File: src/rtl/clk_div_sched_pkg.sv
// clk_div_sched_pkg: shared FSM encodings and defaults for divider clients.
// Holds the state enum, the default counter width and the reset half-period.
package clk_div_sched_pkg;

  localparam int CNT_W_DEF        = 16;
  localparam int DEFAULT_HALF_DEF = 5000;

  typedef enum logic [1:0] {
    IDLE = 2'd0,
    RUN  = 2'd1,
    STOP = 2'd2
  } state_e;

endpackage

File: src/rtl/clk_div_sched_if.sv
// clk_div_sched_if: divisor config handshake (valid/ready) plus error pulse.
// master drives cfg_valid/cfg_div; slave returns cfg_ready/cfg_err.
interface clk_div_sched_if
  import clk_div_sched_pkg::*;
#(
  parameter int CNT_W = CNT_W_DEF
) ();

  logic             cfg_valid;
  logic [CNT_W-1:0] cfg_div;
  logic             cfg_ready;
  logic             cfg_err;

  modport master (
    output cfg_valid,
    output cfg_div,
    input  cfg_ready,
    input  cfg_err
  );

  modport slave (
    input  cfg_valid,
    input  cfg_div,
    output cfg_ready,
    output cfg_err
  );

endinterface

File: src/rtl/clk_half_counter.sv
// clk_half_counter: half-period counter; in clk_in/rst/clr/run/half.
// out: wrap (cnt==half-1 while run) and the cnt register.
module clk_half_counter
  import clk_div_sched_pkg::*;
#(
  parameter int CNT_W = CNT_W_DEF
) (
  input  logic             clk_in,
  input  logic             rst,
  input  logic             clr,
  input  logic             run,
  input  logic [CNT_W-1:0] half,
  output logic             wrap,
  output logic [CNT_W-1:0] cnt
);

  localparam logic [CNT_W-1:0] ONE = 1;

  logic [CNT_W-1:0] cnt_q;
  logic [CNT_W-1:0] cnt_d;

  assign wrap = run && (cnt_q == half - ONE);
  assign cnt  = cnt_q;

  always_comb begin
    cnt_d = cnt_q;
    if (clr)
      cnt_d = '0;
    else if (run)
      cnt_d = wrap ? '0 : cnt_q + ONE;
  end

  always_ff @(posedge clk_in) begin
    if (rst) cnt_q <= '0;
    else     cnt_q <= cnt_d;
  end

endmodule

File: src/rtl/clk_div_sched.sv
// clk_div_sched: glitch-free run/stop clock divider with handshaked divisor swap.
// in: clk_in, rst, en, cfg (slave); out: clk_out, tick, running.
module clk_div_sched
  import clk_div_sched_pkg::*;
#(
  parameter int CNT_W        = CNT_W_DEF,
  parameter int DEFAULT_HALF = DEFAULT_HALF_DEF
) (
  input  logic           clk_in,
  input  logic           rst,
  input  logic           en,
  clk_div_sched_if.slave cfg,
  output logic           clk_out,
  output logic           tick,
  output logic           running
);

  state_e           state_q, state_d;
  logic [CNT_W-1:0] half_q, half_d;
  logic [CNT_W-1:0] pend_q, pend_d;
  logic             pend_v_q, pend_v_d;
  logic             clk_q, clk_d;
  logic             tick_q, tick_d;
  logic             err_q, err_d;

  logic             run, clr, wrap;
  logic             xfer, zero, fall;
  logic             stop_low, apply;
  logic [CNT_W-1:0] cnt;

  clk_half_counter #(.CNT_W(CNT_W)) u_cnt (
    .clk_in (clk_in),
    .rst    (rst),
    .clr    (clr),
    .run    (run),
    .half   (half_q),
    .wrap   (wrap),
    .cnt    (cnt)
  );

  assign cfg.cfg_ready = ~pend_v_q;
  assign cfg.cfg_err   = err_q;
  assign clk_out       = clk_q;
  assign tick          = tick_q;
  assign running       = (state_q != IDLE);

  assign xfer     = cfg.cfg_valid && !pend_v_q;
  assign zero     = (cfg.cfg_div == '0);
  assign fall     = wrap && clk_q;
  assign stop_low = (state_q == STOP) && !en && !clk_q;
  // A parked divisor lands only on a whole-period boundary
  // or once the output is known to be parked low.
  assign apply    = pend_v_q &&
                    (fall || stop_low || state_q == IDLE);

  always_comb begin
    state_d  = state_q;
    half_d   = half_q;
    pend_d   = pend_q;
    pend_v_d = pend_v_q;
    clk_d    = clk_q;
    tick_d   = 1'b0;
    err_d    = xfer && zero;
    run      = 1'b0;
    clr      = 1'b0;

    unique case (state_q)
      IDLE: begin
        clr = 1'b1;
        if (en) state_d = RUN;
      end
      RUN: begin
        run = 1'b1;
        if (!en) state_d = STOP;
      end
      STOP: begin
        if (en) begin
          run     = 1'b1;
          state_d = RUN;
        end else if (clk_q) begin
          run = 1'b1;
          if (wrap) state_d = IDLE;
        end else begin
          clr     = 1'b1;
          state_d = IDLE;
        end
      end
      default: state_d = IDLE;
    endcase

    if (state_q == IDLE)
      clk_d = 1'b0;
    else if (wrap)
      clk_d = ~clk_q;
    tick_d = wrap && !clk_q;

    // apply needs pend_v_q=1, which blocks xfer: never both.
    if (apply) begin
      half_d   = pend_q;
      pend_v_d = 1'b0;
    end else if (xfer && !zero) begin
      if (state_q == IDLE) begin
        half_d = cfg.cfg_div;
      end else begin
        pend_d   = cfg.cfg_div;
        pend_v_d = 1'b1;
      end
    end
  end

  always_ff @(posedge clk_in) begin
    if (rst) begin
      state_q  <= IDLE;
      half_q   <= CNT_W'(DEFAULT_HALF);
      pend_q   <= '0;
      pend_v_q <= 1'b0;
      clk_q    <= 1'b0;
      tick_q   <= 1'b0;
      err_q    <= 1'b0;
    end else begin
      state_q  <= state_d;
      half_q   <= half_d;
      pend_q   <= pend_d;
      pend_v_q <= pend_v_d;
      clk_q    <= clk_d;
      tick_q   <= tick_d;
      err_q    <= err_d;
    end
  end

  cnt_in_range: assert property (
    @(posedge clk_in) disable iff (rst)
    cnt < half_q
  );

endmodule

File: src/flat_wrapper.sv
// flat-port wrapper written by rule: the top's interface ports become plain ports
module clk_div_sched_flat import clk_div_sched_pkg::*;
#(
  parameter int CNT_W        = CNT_W_DEF,
  parameter int DEFAULT_HALF = DEFAULT_HALF_DEF
)
  (clk_in, rst, en, clk_out, tick, running, cfg_cfg_valid, cfg_cfg_div, cfg_cfg_ready, cfg_cfg_err);
  clk_div_sched_if #(.CNT_W(CNT_W)) cfg_i ();
  input  logic clk_in;
  input  logic rst;
  input  logic en;
  output logic clk_out;
  output logic tick;
  output logic running;
  input wire logic [$bits(cfg_i.cfg_valid)-1:0] cfg_cfg_valid;
  input wire logic [$bits(cfg_i.cfg_div)-1:0] cfg_cfg_div;
  output wire logic [$bits(cfg_i.cfg_ready)-1:0] cfg_cfg_ready;
  output wire logic [$bits(cfg_i.cfg_err)-1:0] cfg_cfg_err;
  assign cfg_i.cfg_valid = cfg_cfg_valid;
  assign cfg_i.cfg_div = cfg_cfg_div;
  assign cfg_cfg_ready = cfg_i.cfg_ready;
  assign cfg_cfg_err = cfg_i.cfg_err;
  clk_div_sched #(.CNT_W(CNT_W), .DEFAULT_HALF(DEFAULT_HALF)) u_core (.clk_in(clk_in), .rst(rst), .en(en), .cfg(cfg_i), .clk_out(clk_out), .tick(tick), .running(running));
endmodule
File: config.mk
export PLATFORM = sky130hd
export DESIGN_NAME = clk_div_sched_flat
export DESIGN_NICKNAME = d
export VERILOG_FILES = /design/src/rtl/clk_div_sched_pkg.sv /design/src/rtl/clk_div_sched_if.sv /design/src/rtl/clk_half_counter.sv /design/src/rtl/clk_div_sched.sv /design/src/flat_wrapper.sv
export SDC_FILE = /design/constraint.sdc
export NUM_CORES = 1
export LEC_CHECK = 0
export ABC_AREA = 1
export CAP_MARGIN = 20
export CORE_MARGIN = 3
export CORE_UTILIZATION = 53
export DETAILED_ROUTE_END_ITERATION = 6
export PLACE_DENSITY = 0.83
export SLEW_MARGIN = 15
export SYNTH_ARGS = -nofsm -noshare
export SYNTH_HDL_FRONTEND = slang
export SYNTH_HIERARCHICAL = 1
export SYNTH_SLANG_ARGS = --single-unit
File: constraint.sdc
create_clock -name clk_in -period 2.5 [get_ports clk_in]
set_input_delay 0.75 -clock clk_in [delete_from_list [all_inputs] [get_ports clk_in]]
set_output_delay 0.75 -clock clk_in [all_outputs]
set_load 0.02 [all_outputs]
Yosys cells after proc, flatten, opt, wreduce, memory -nomap -nowiden

Cells that the tools add are included.
W data, S select, Z words.

Register bits: 54
Output and inout bits: 5

Reductions and logical operators: 27
$add $sub $neg: 2
Bitwise operators: 4
Mux-type cells: 16
Equality and inequality tests: 6

Operators by type and width:

| kind                    | number |
|---|---|
| $mux W16                | 4 |
| $add A16 B1 Y16 const B | 1 |
| $eq A16 B16 Y1          | 1 |
| $logic_not A16 Y1       | 1 |
| $sub A16 B1 Y16 const B | 1 |
| $mux W2                 | 5 |
| $logic_and A1 B1 Y1     | 9 |
| $pmux W2 S3             | 1 |
| $reduce_and A3 Y1       | 2 |
| $reduce_bool A2 Y1      | 3 |
| $reduce_or A2 Y1        | 3 |
| $logic_not A1 Y1        | 4 |
| $mux W1                 | 4 |
| $ne A2 B2 Y1 const B    | 2 |
| $ne A4 B4 Y1 const B    | 1 |
| $not A1 Y1              | 4 |
| $pmux W1 S2             | 2 |
| $reduce_and A2 Y1       | 2 |
| $eq A2 B1 Y1 const B    | 1 |
| $eq A2 B2 Y1 const B    | 1 |
| $logic_not A2 Y1        | 1 |
| $logic_or A1 B1 Y1      | 2 |

Depth between registers and ports, before layout

Gate-level depths: netlist of the first run.

Depth after elaboration: 10
Depth in mapped cells: 23
Mapped depth without buffers: 21

Hierarchy

Netlist of the first run, hierarchy kept.

By module, submodules not included:

| module           | instances | cells an instance | area each (um^2) |
|---|---|---|---|
| clk_div_sched    | 1         | 282               | 1951.9 |
| clk_half_counter | 1         | 264               | 1552.7 |

Worst setup path before layout of the first run

Ideal clock, no wire load.

Path kind: in2reg
Start point: input port en
End point: register u_core.half_q[10]
Data arrival time: 2526 ps
Stages: 21
Data required time: 2385 ps
Library setup time: 115 ps
Slack: -141 ps
Path through: nand2_1 nand3_1 nand2_1 inv_1 buf_4 o21ai_0 nor3_1 nand3_1 nor2_1 nand2_1 nor3_1 nand2_1 nor2_1 nand2_1 nand3_2 nand2_4 buf_6 nand2_1 nand2_1 a21oi_1 nor2_1

Word-level cells in the longest chain between the ends: 9
Elaborated cells on any way between the ends: 14

RTL lines:

| what                              | RTL line               | text |
|---|---|---|
| from (decl)                       | flat_wrapper.sv:11     | `input logic en;` |
| $mux W1 *                         | clk_div_sched.sv:77    | `if (en) begin` |
| $pmux W1 S2 *                     | clk_div_sched.sv:67    | `unique case (state_q)` |
| net u_core.run                    | clk_div_sched.sv:26    | `logic run, clr, wrap;` |
| $logic_and A1 B1 Y1 *             | clk_half_counter.sv:22 | `assign wrap = run && (cnt_q == half - ONE);` |
| net u_core.wrap                   | clk_div_sched.sv:26    |  |
| $logic_and A1 B1 Y1 *             | clk_div_sched.sv:49    | `assign fall = wrap && clk_q;` |
| $logic_or A1 B1 Y1 * (2 in a row) | clk_div_sched.sv:54    | `(fall \|\| stop_low \|\| state_q == IDLE);` |
| $logic_and A1 B1 Y1 *             | clk_div_sched.sv:53    | `assign apply = pend_v_q &&` |
| $reduce_bool A2 Y1 (no line)      | --                     |  |
| $reduce_and A2 Y1 (no line)       | --                     |  |
| to (signal assigned)              | clk_div_sched.sv:114   | `half_q <= CNT_W'(DEFAULT_HALF);` |
| to (signal assigned)              | clk_div_sched.sv:122   | `half_q <= half_d;` |
| to (decl)                         | clk_div_sched.sv:19    | `logic [CNT_W-1:0] half_q, half_d;` |

Mark *: on every way through the listed nets, which the timed path passes. The rest lies on a longest branch.
A chain may end at the register's enable or synchronous reset.

Final worst setup path of the first run

Start point: register u_core.state_q[1]
End point: register u_core.half_q[0]

Word-level cells in the longest chain between the ends: 9
Elaborated cells on any way between the ends: 15

RTL lines:

| what                                         | RTL line               | text |
|---|---|---|
| from (decl)                                  | clk_div_sched.sv:18    | `state_e state_q, state_d;` |
| from (signal assigned)                       | clk_div_sched.sv:121   | `state_q <= state_d;` |
| $eq A2 B2 Y1 or $eq A2 B1 Y1 (tied branches) | clk_div_sched.sv:67    |  |
| $pmux W1 S2 *                                | clk_div_sched.sv:67    |  |
| net u_core.run                               | clk_div_sched.sv:26    |  |
| $logic_and A1 B1 Y1 *                        | clk_half_counter.sv:22 |  |
| net u_core.wrap                              | clk_div_sched.sv:26    |  |
| $logic_and A1 B1 Y1 *                        | clk_div_sched.sv:49    |  |
| $logic_or A1 B1 Y1 * (2 in a row)            | clk_div_sched.sv:54    |  |
| $logic_and A1 B1 Y1 *                        | clk_div_sched.sv:53    |  |
| $reduce_bool A2 Y1 (no line)                 | --                     |  |
| $reduce_and A2 Y1 (no line)                  | --                     |  |

Marks and branches as above.

==> results of run 1 <==
report_power, final:
| part | switching (mW) | internal (mW) | leakage [nW] |
|---|---|---|---|
| clock network | 0.319 | 0.229 | 0.0478 |
| registers | 0.130 | 0.987 | 0.443 |
| logic | 0.944 | 0.675 | 1.55 |
| total | 1.39 | 1.89 | 2.04 |
metrics by stage:
step                total power [mW]  instance area [µm²]  hold slack [ns]  utilization
finish                         3.284                 4541           0.4691       0.7364
global route                   3.488                 4541           0.4962       0.7364
CTS                            2.961                 4150           0.4700       0.6731
detailed placement             2.406                 4043           0.4550       0.6556
global placement               2.364                 4043           0.4474       0.6556
floorplan                      2.038                 3545           0.4392            -
layout make-up:
type                       instances  area (µm²)  area share
multi-input combinational        410        2332      0.5136
sequential                        54        1091      0.2403
timing repair buffer              70       686.9      0.1513
inverter                          62       237.7     0.05236
tap                               75       93.84     0.02067
clock buffer                       6       82.58     0.01819
clock inverter                     2       16.27    0.003582
worst max-delay path, stage by stage (launching register included):
cell and delay [ns]:
dfxtp_4 0.38, inv_2 0.11, ha_4 0.15, inv_2 0.05, nand3_4 0.07, nand2_2 0.05
inv_2 0.05, o21ai_2 0.05, nor3_2 0.19, nand3_1 0.11, nor2_1 0.09, nand2_1 0.06
nor3_2 0.15, nand2_1 0.08, nor2_2 0.14, nand2_2 0.10, nand3_4 0.10, nand2_8 0.11
buf_4 0.17, nand2_1 0.08, nand2_1 0.08, a21oi_2 0.11, nor2_1 0.05
what timing repair did:
item / CTS / global route
resized for setup: 9 / 71
cloned: 0 / 3
pin swaps: 1 / 32
setup buffers: 0 / 8
endpoints found under the setup margin: 28 / 22
metal layers:
metal	vias up	GRT usage	wire, µm
li1	1864	-	-
met1	1778	0.2774	3969
met2	175	0.4377	5066
met3	35	0.03879	621
met4	0	0.06276	247
met5	-	0	0
registers in the layout (all words and copies together), names as in the netlist:
name / count
u_core/half_q: 16
u_core/pend_q: 16
u_core/u_cnt/cnt: 16
u_core/state_q: 2
u_core/cfg.cfg_err: 1
u_core/clk_out: 1
u_core/pend_v_q: 1
u_core/tick: 1
cell usage in the layout (no fill, tap or decap), types with 4 or more instances in the layout:
| cell type | n |
|---|---|
| o21ai_0 | 11 |
| inv_1 | 51 |
| nand3_4 | 4 |
| nand3_2 | 7 |
| ha_4 | 4 |
| nand4_1 | 18 |
| nor2_4 | 4 |
| nand2_4 | 6 |
| buf_12 | 4 |
| nand3b_1 | 5 |
| nand2_2 | 23 |
| clkbuf_8 | 6 |
| xor2_1 | 14 |
| buf_4 | 38 |
| a21oi_1 | 24 |
| nand2_1 | 130 |
| nor2_2 | 9 |
| o21ai_1 | 4 |
| dfxtp_1 | 50 |
| nand3_1 | 48 |
| clkdlybuf4s50_1 | 23 |
| a21oi_2 | 10 |
| inv_2 | 8 |
| nor2_1 | 62 |
final timing paths:
kind	slack, ns	from	depth (start not counted)	end
setup / recovery	-0.13	u_core/state_q[1]	22	u_core/half_q[0]
hold / removal	0.47	u_core/pend_q[10]	2	u_core/pend_q[10]
setup reg to reg	-0.13	u_core/state_q[1]	22	u_core/half_q[0]
hold reg to reg	0.47	u_core/pend_q[10]	2	u_core/pend_q[10]
logic make-up after synthesis:
kind of cell / Yosys count
AOI/OAI and AO/OA: 54
adders and majority gates: 7
and+or+nand+nor: 333
buffers and inverters: 82
DFF: 54
xor gates and xnor gates: 16
==> flow_metrics.env, run 1 <==
export IMPL_p_leak_nw=2.036
export IMPL_wirelength_um=9905
export IMPL_grt_pass1_wl_um=14860
export IMPL_crit_type="flip-flop to flip-flop"
export IMPL_yosys_warnings=6
export IMPL_fillers=462
export IMPL_violations="negative setup slack"
export IMPL_synth_xor_area_share=0.03999
export IMPL_skew_ns=0.008423
export IMPL_io_buffers=24
export IMPL_gp_congestion=0.8936
export IMPL_ir_drop_mv=0.5251
export IMPL_cts_sinks=54
export IMPL_synth_commonest_cells="nand2_1, nor2_1, inv_1"
export IMPL_die_area_mm2=0.007624
export IMPL_gr_total_overflow=0
export IMPL_post_route_min_period_ns=2.628
export IMPL_endpoint_kind="flip-flop"
export IMPL_synthTopCellsByArea="dfxtp_1, nand2_1, nand3_1"
export IMPL_numCtsBuffers=5
export IMPL_async_flop_share=0
export IMPL_netlist_instances=546
export IMPL_clockBufferDepth=2
export IMPL_syn_avg_cell_area_um2=6.419
export IMPL_rsz0062_at_grt="true"
export IMPL_final_setup_viol_count=16
export IMPL_fin_cells=679
export IMPL_hp_class="flip-flop to flip-flop"
export IMPL_routed_via_density=5.673
export IMPL_finalHoldViolCount=0
export IMPL_yosys_area_share_adder=0.02499
export IMPL_cts_tree="yes"
export IMPL_syn2layout_area_growth_pct=29.56
export IMPL_cp_arrival_ns=2.85
export IMPL_tightest_slew_ns=0.5100
export IMPL_drive_above_1_share=0.2417
export IMPL_path_clk_slew_ns=0.11
export IMPL_yosysTopAreaCellShare=0.3085
export IMPL_grt_pass1_vias=3465
export IMPL_wl_per_cell_um=14.59
export IMPL_cts_root_buf="clkbuf_8"
export IMPL_cap_violations=0
export IMPL_synthFlopType="dfxtp_1"
export IMPL_muxShareOfSynthArea=0
export IMPL_hpwl_um=6481
export IMPL_place_ws_ns=-0.8272
export IMPL_die_h_um=87.32
export IMPL_diodes=0
export IMPL_hold_buffers=0
export IMPL_synth_fp_nets=573
export IMPL_fmax_ghz=0.3805
export IMPL_grt_max_degree=33
export IMPL_pin_count=25
export IMPL_antenna_found_initial=0
export IMPL_cts_htree_levels=2
export IMPL_dr_first_iter_drc_count=355
export IMPL_path_max_fanout=7
export IMPL_rows=28
export IMPL_drc=0
export IMPL_synth_area_leader_cell="dfxtp_1"
export IMPL_clk_latency_ns=0.32
export IMPL_final_antenna_net_count=0
export IMPL_firstDrtPassIters=6
export IMPL_vias=3852
export IMPL_setup_ws_ns=-0.1281
export IMPL_dp_cells=660
export IMPL_maxSlewViolCount=0
export IMPL_synth_top_family_by_area="simple AND/OR/NAND/NOR gates"
export IMPL_synth_compound_area_frac=0.07819
export IMPL_core_region_area_mm2=0.006166
export IMPL_synth_seq_area_share=0.3085
export IMPL_period_share=1.051
export IMPL_synthDistinctLibCells=34
export IMPL_start_util=0.5684
export IMPL_die_w_um=87.32
export IMPL_netlist_area_mm2=0.003505
export IMPL_grt_usage=0.2360
export IMPL_critPathRequiredTime_ns=2.72
export IMPL_start_kind="flip-flop"
export IMPL_synthSimpleGateAreaFrac=0.4406
export IMPL_yosys_cell_count_top_type="nand2_1"
export IMPL_slew_headroom=0.6579
export IMPL_fin_nets=630
export IMPL_synth_edf_count=0
export IMPL_power_density_mw_per_mm2=723.3
export IMPL_status="finished, violations left"
export IMPL_fin_tns_setup_ns=-1.299
export IMPL_ys_ff_latch=54
Note: power is estimated with default switching activity, not from simulation.
==> inputs of run 2 (changes only) <==
--- a/config.mk
+++ b/config.mk
@@ -16,3 +16,4 @@
 export SYNTH_HDL_FRONTEND = slang
 export SYNTH_HIERARCHICAL = 1
 export SYNTH_SLANG_ARGS = --single-unit
+export TNS_END_PERCENT = 5
==> flow_metrics.env, run 2 (synthesis gave the netlist of run 1 again) <==
export IMPL_final_setup_viol_count=15
export IMPL_numCtsBuffers=5
export IMPL_pin_count=25
export IMPL_cts_tree="yes"
export IMPL_tightest_slew_ns=0.3401
export IMPL_wirelength_um=8869
export IMPL_final_common_cell="nand2_1"
export IMPL_skew_ns=0.009103
export IMPL_gp_congestion=0.9021
export IMPL_antenna_found_initial=0
export IMPL_reg2reg_slack_ns=-0.07
export IMPL_wl_per_cell_um=13.14
export IMPL_firstDrtPassIters=5
export IMPL_min_from="u_core/pend_q[6]"
export IMPL_diodes=0
export IMPL_cap_violations=0
export IMPL_fin_util=0.7078
export IMPL_gr_total_overflow=0
export IMPL_grt_pass1_wl_um=14660
export IMPL_r2r_worst_path_cells=20
export IMPL_fillers=479
export IMPL_violations="negative setup slack"
export IMPL_cts_htree_levels=2
export IMPL_status="finished, violations left"
export IMPL_start_kind="flip-flop"
export IMPL_fin_tns_setup_ns=-0.6385
export IMPL_worstReg2RegStart="u_core/state_q[1]"
export IMPL_whs_ns=0.4687
export IMPL_reg2reg_to="u_core/half_q[11]"
export IMPL_finalHoldViolCount=0
export IMPL_maxSlewViolCount=0
export IMPL_cts_sinks=54
export IMPL_critPathRequiredTime_ns=2.72
export IMPL_hold_buffers=0
export IMPL_place_ws_ns=-0.8107
export IMPL_die_area_mm2=0.007624
export IMPL_power_density_mw_per_mm2=705.7
export IMPL_p_leak_nw=1.974
export IMPL_fmax_ghz=0.3887
export IMPL_io_buffers=24
export IMPL_die_h_um=87.32
export IMPL_core_region_area_mm2=0.006166
export IMPL_die_w_um=87.32
export IMPL_vias=3653
export IMPL_clockBufferDepth=2
export IMPL_fin_nets=627
export IMPL_routed_via_density=5.412
export IMPL_ir_drop_mv=0.6508
export IMPL_slew_headroom=0.7725
export IMPL_multi_input_area_mm2=0.002200
export IMPL_whs_path_depth=2
export IMPL_rows=28
export IMPL_syn2layout_area_growth_pct=24.53
export IMPL_start_util=0.5684
export IMPL_crit_type="flip-flop to flip-flop"
export IMPL_whs_endpoint="u_core/pend_q[6]"
export IMPL_path_clk_slew_ns=0.10
export IMPL_cts_root_buf="clkbuf_8"
export IMPL_clk_latency_ns=0.32
export IMPL_dr_first_iter_drc_count=249
export IMPL_final_antenna_net_count=0
export IMPL_path_max_fanout=8
export IMPL_hp_class="flip-flop to flip-flop"
export IMPL_grt_max_degree=27
export IMPL_drive_above_1_share=0.1917
export IMPL_post_route_min_period_ns=2.573
export IMPL_drc=0
export IMPL_endpoint_kind="flip-flop"
export IMPL_hpwl_um=6374
export IMPL_total_power_mw=3.080
export IMPL_rsz0062_at_grt="true"
export IMPL_period_share=1.029
export IMPL_seqCellArea_mm2=0.001086
export IMPL_grt_usage=0.2361
export IMPL_layout_common_cells="nand2_1, nor2_1, inv_1, nand3_1, dfxtp_1"
export IMPL_grt_pass1_vias=3387
export IMPL_cp_arrival_ns=2.79
export IMPL_setup_ws_ns=-0.07266
==> run 2: cell count changes in the layout (fill, tap and decap cells not counted), sizes merged <==
| cell | delta |
|---|---|
| buf | -3 |
| clkbuf | -1 |
| clkinv | +1 |
| clkinvlp | -1 |
==> run 2: timing repair <==
action | 4_1_cts | 5_1_grt
endpoints found under the setup margin | 29 | 19
gates cloned | 0 | 4
setup buffers | 0 | 3
pin swaps | 1 | 15
gates resized for setup | 8 | 38
==> run 2: worst max-delay path by stage <==
stage	startpoint	to	slack [ns]	depth (start not counted)
2_1_floorplan	en	u_core/half_q[10]	-0.07	21
3_3_place_gp	en	u_core/half_q[13]	-0.73	21
3_5_place_dp	en	u_core/half_q[13]	-0.81	21
4_1_cts	u_core/state_q[1]	u_core/half_q[13]	0.008	20
5_1_grt	u_core/state_q[0]	u_core/half_q[2]	-0.26	22
6_report	u_core/state_q[1]	u_core/half_q[11]	-0.07	20
==> run 2: stage by stage <==
| step | cell area (µm²) | instances |
|---|---|---|
| final | 4364 | 675 |
| after global routing | 4364 | 675 |
| after CTS | 4124 | 668 |
| after detailed placement | 4038 | 661 |
| after global placement | 4038 | 661 |
| after floorplan | 3545 | 546 |
==> run 2: critical path: stages (launching register included) <==
cell     delay [ns]
dfxtp_4        0.39
inv_2          0.07
ha_4           0.27
nand2_1        0.06
inv_2          0.06
o21ai_2        0.05
nor3_2         0.21
nand3_1        0.11
nor2_1         0.11
nand2_1        0.08
nor3_2         0.15
nand2_1        0.08
nor2_2         0.12
nand2_2        0.08
nand3_4        0.10
nand2_8        0.11
buf_12         0.16
nand2_2        0.06
nand2_2        0.05
a21oi_2        0.13
nor2_1         0.06
==> run 2: cell type report <==
class / count / share of cell area
Multi-Input combinational cell: 410 / 0.5040
Inverter: 62 / 0.05390
Clock inverter: 2 / 0.003154
Timing Repair Buffer: 67 / 0.1528
Clock buffer: 5 / 0.01577
Sequential cell: 54 / 0.2489
Tap cell: 75 / 0.02150
==> run 2: where the power goes <==
| part | leakage [nW] | total, mW | switching [mW] | internal [mW] |
|---|---|---|---|---|
| clock network | 0.0444 | 0.491 | 0.297 | 0.194 |
| registers | 0.442 | 1.10 | 0.116 | 0.984 |
| logic | 1.49 | 1.49 | 0.869 | 0.620 |
==> run 2: metal layers <==
metal,vias up,track usage,routed length (µm)
met5,-,0,0
met3,8,0.04541,412
met4,0,0.05997,97
met1,1689,0.2880,3828
met2,100,0.4219,4531
li1,1856,-,-
==> inputs of run 3 (changes only) <==
--- a/config.mk
+++ b/config.mk
@@ -11,6 +11,7 @@
 export CORE_UTILIZATION = 53
 export DETAILED_ROUTE_END_ITERATION = 6
 export PLACE_DENSITY = 0.83
+export SKIP_CTS_REPAIR_TIMING = 1
 export SLEW_MARGIN = 15
 export SYNTH_ARGS = -nofsm -noshare
 export SYNTH_HDL_FRONTEND = slang
==> flow_metrics.env, run 3 (synthesis gave the netlist of run 1 again) <==
export IMPL_status="finished, violations left"
export IMPL_violations="negative setup slack"
export IMPL_crit_top_cell="nand2_1"
export IMPL_dr_first_iter_drc_count=260
export IMPL_total_power_mw=3.099
export IMPL_cts_htree_levels=2
export IMPL_die_h_um=87.32
export IMPL_period_share=1.017
export IMPL_grt_usage=0.2349
export IMPL_crit_path_top_delay_cell="dfxtp_4"
export IMPL_grt_pass1_vias=3377
export IMPL_rows=28
export IMPL_gr_total_overflow=0
export IMPL_critPathRequiredTime_ns=2.73
export IMPL_crit_type="flip-flop to flip-flop"
export IMPL_cts_root_buf="clkbuf_8"
export IMPL_cp_arrival_ns=2.77
export IMPL_cts_sinks=54
export IMPL_maxSlewViolCount=0
export IMPL_wirelength_um=8873
export IMPL_final_antenna_net_count=0
export IMPL_fin_util=0.7098
export IMPL_fmax_ghz=0.3934
export IMPL_hp_class="flip-flop to flip-flop"
export IMPL_path_delay_family="simple AND/OR/NAND/NOR gates"
export IMPL_numCtsBuffers=5
export IMPL_p_leak_nw=1.980
export IMPL_critPathBufInv=3
export IMPL_final_setup_viol_count=11
export IMPL_die_w_um=87.32
export IMPL_rsz0062_at_grt="true"
export IMPL_dp_cells=661
export IMPL_fin_cells=675
export IMPL_drc=0
export IMPL_clk_latency_ns=0.32
export IMPL_die_area_mm2=0.007624
export IMPL_power_density_mw_per_mm2=708.0
export IMPL_path_max_fanout=8
export IMPL_endpoint_kind="flip-flop"
export IMPL_cts_tree="yes"
export IMPL_io_buffers=24
export IMPL_antenna_found_initial=0
export IMPL_finalHoldViolCount=0
export IMPL_path_cells="inv_2 -> ha_4 -> nand2_1 -> inv_2 -> o21ai_2 -> nor3_2 -> nand3_1 -> nor2_1 -> nand2_1 -> nor3_2 -> nand2_1 -> nor2_2 -> nand2_2 -> nand3_4 -> nand2_8 -> buf_12 -> nand2_1 -> nand2_1 -> a21oi_1 -> nor2_1"
export IMPL_fin_tns_setup_ns=-0.2633
export IMPL_ir_drop_mv=0.6439
export IMPL_post_route_min_period_ns=2.542
export IMPL_tightest_slew_ns=0.3321
export IMPL_grt_pass1_wl_um=14590
export IMPL_routed_via_density=5.373
export IMPL_drive_above_1_share=0.1917
export IMPL_clockBufferDepth=2
export IMPL_cpPeakStageDelay_ns=0.38
export IMPL_slew_headroom=0.7778
export IMPL_layout_common_cells="nand2_1, nor2_1, inv_1, nand3_1, dfxtp_1"
export IMPL_vias=3627
export IMPL_reg2reg_slack_ns=-0.04
export IMPL_place_ws_ns=-0.8107
export IMPL_firstDrtPassIters=5
export IMPL_start_kind="flip-flop"
export IMPL_cap_violations=0
export IMPL_path_clk_slew_ns=0.10
export IMPL_diodes=0
export IMPL_setup_ws_ns=-0.04192
export IMPL_gp_congestion=0.9021
export IMPL_wl_per_cell_um=13.15
export IMPL_core_region_area_mm2=0.006166
export IMPL_hpwl_um=6374
export IMPL_skew_ns=0.01052
export IMPL_start_util=0.5684
export IMPL_grt_max_degree=27
export IMPL_fin_nets=627
export IMPL_final_common_cell="nand2_1"
export IMPL_pin_count=25
export IMPL_syn2layout_area_growth_pct=24.88
==> run 3: final cells by class <==
class | count | area [µm²]
flip-flops and latches | 54 | 1087
well taps | 75 | 93.84
fillers | 476 | 1789
clock buffers | 5 | 68.82
inverters | 62 | 235.2
repair buffers | 67 | 666.9
clock inverters | 2 | 13.76
multi-input cells | 410 | 2211
==> run 3: stage by stage <==
| step | instance area (µm²) | hold slack [ns] |
|---|---|---|
| finish | 4377 | 0.4701 |
| detailed placement | 4038 | 0.4513 |
| CTS | 4120 | 0.4666 |
| floorplan | 3545 | 0.4392 |
| global placement | 4038 | 0.4472 |
| global route | 4377 | 0.4833 |
==> run 3: report_power, final <==
part | internal [mW] | total, mW | switching (mW)
Combinational | 0.630 | 1.50 | 0.872
Clock | 0.195 | 0.496 | 0.301
Sequential | 0.985 | 1.10 | 0.116
Total | 1.81 | 3.10 | 1.29
==> run 3: tightest hold or removal path: stages (launching register included) <==
cell	delay, ns
dfxtp_1	0.33
nand2_1	0.06
a21oi_1	0.05
==> run 3: layer usage <==
metal  up-vias  share of wire  global-route usage
met5         -              0                   0
li1       1854              -                   -
met2        62           0.52              0.4192
met1      1703           0.44              0.2869
met3         8          0.032             0.04541
met4         0          0.011             0.05997
==> run 3: path summary, 6_finish.rpt <==
check               startpoint                 to  cells after the start
max          u_core/state_q[1]  u_core/half_q[14]                     20
min          u_core/pend_q[14]  u_core/pend_q[14]                      2
max reg2reg  u_core/state_q[1]  u_core/half_q[14]                     20
min reg2reg  u_core/pend_q[14]  u_core/pend_q[14]                      2
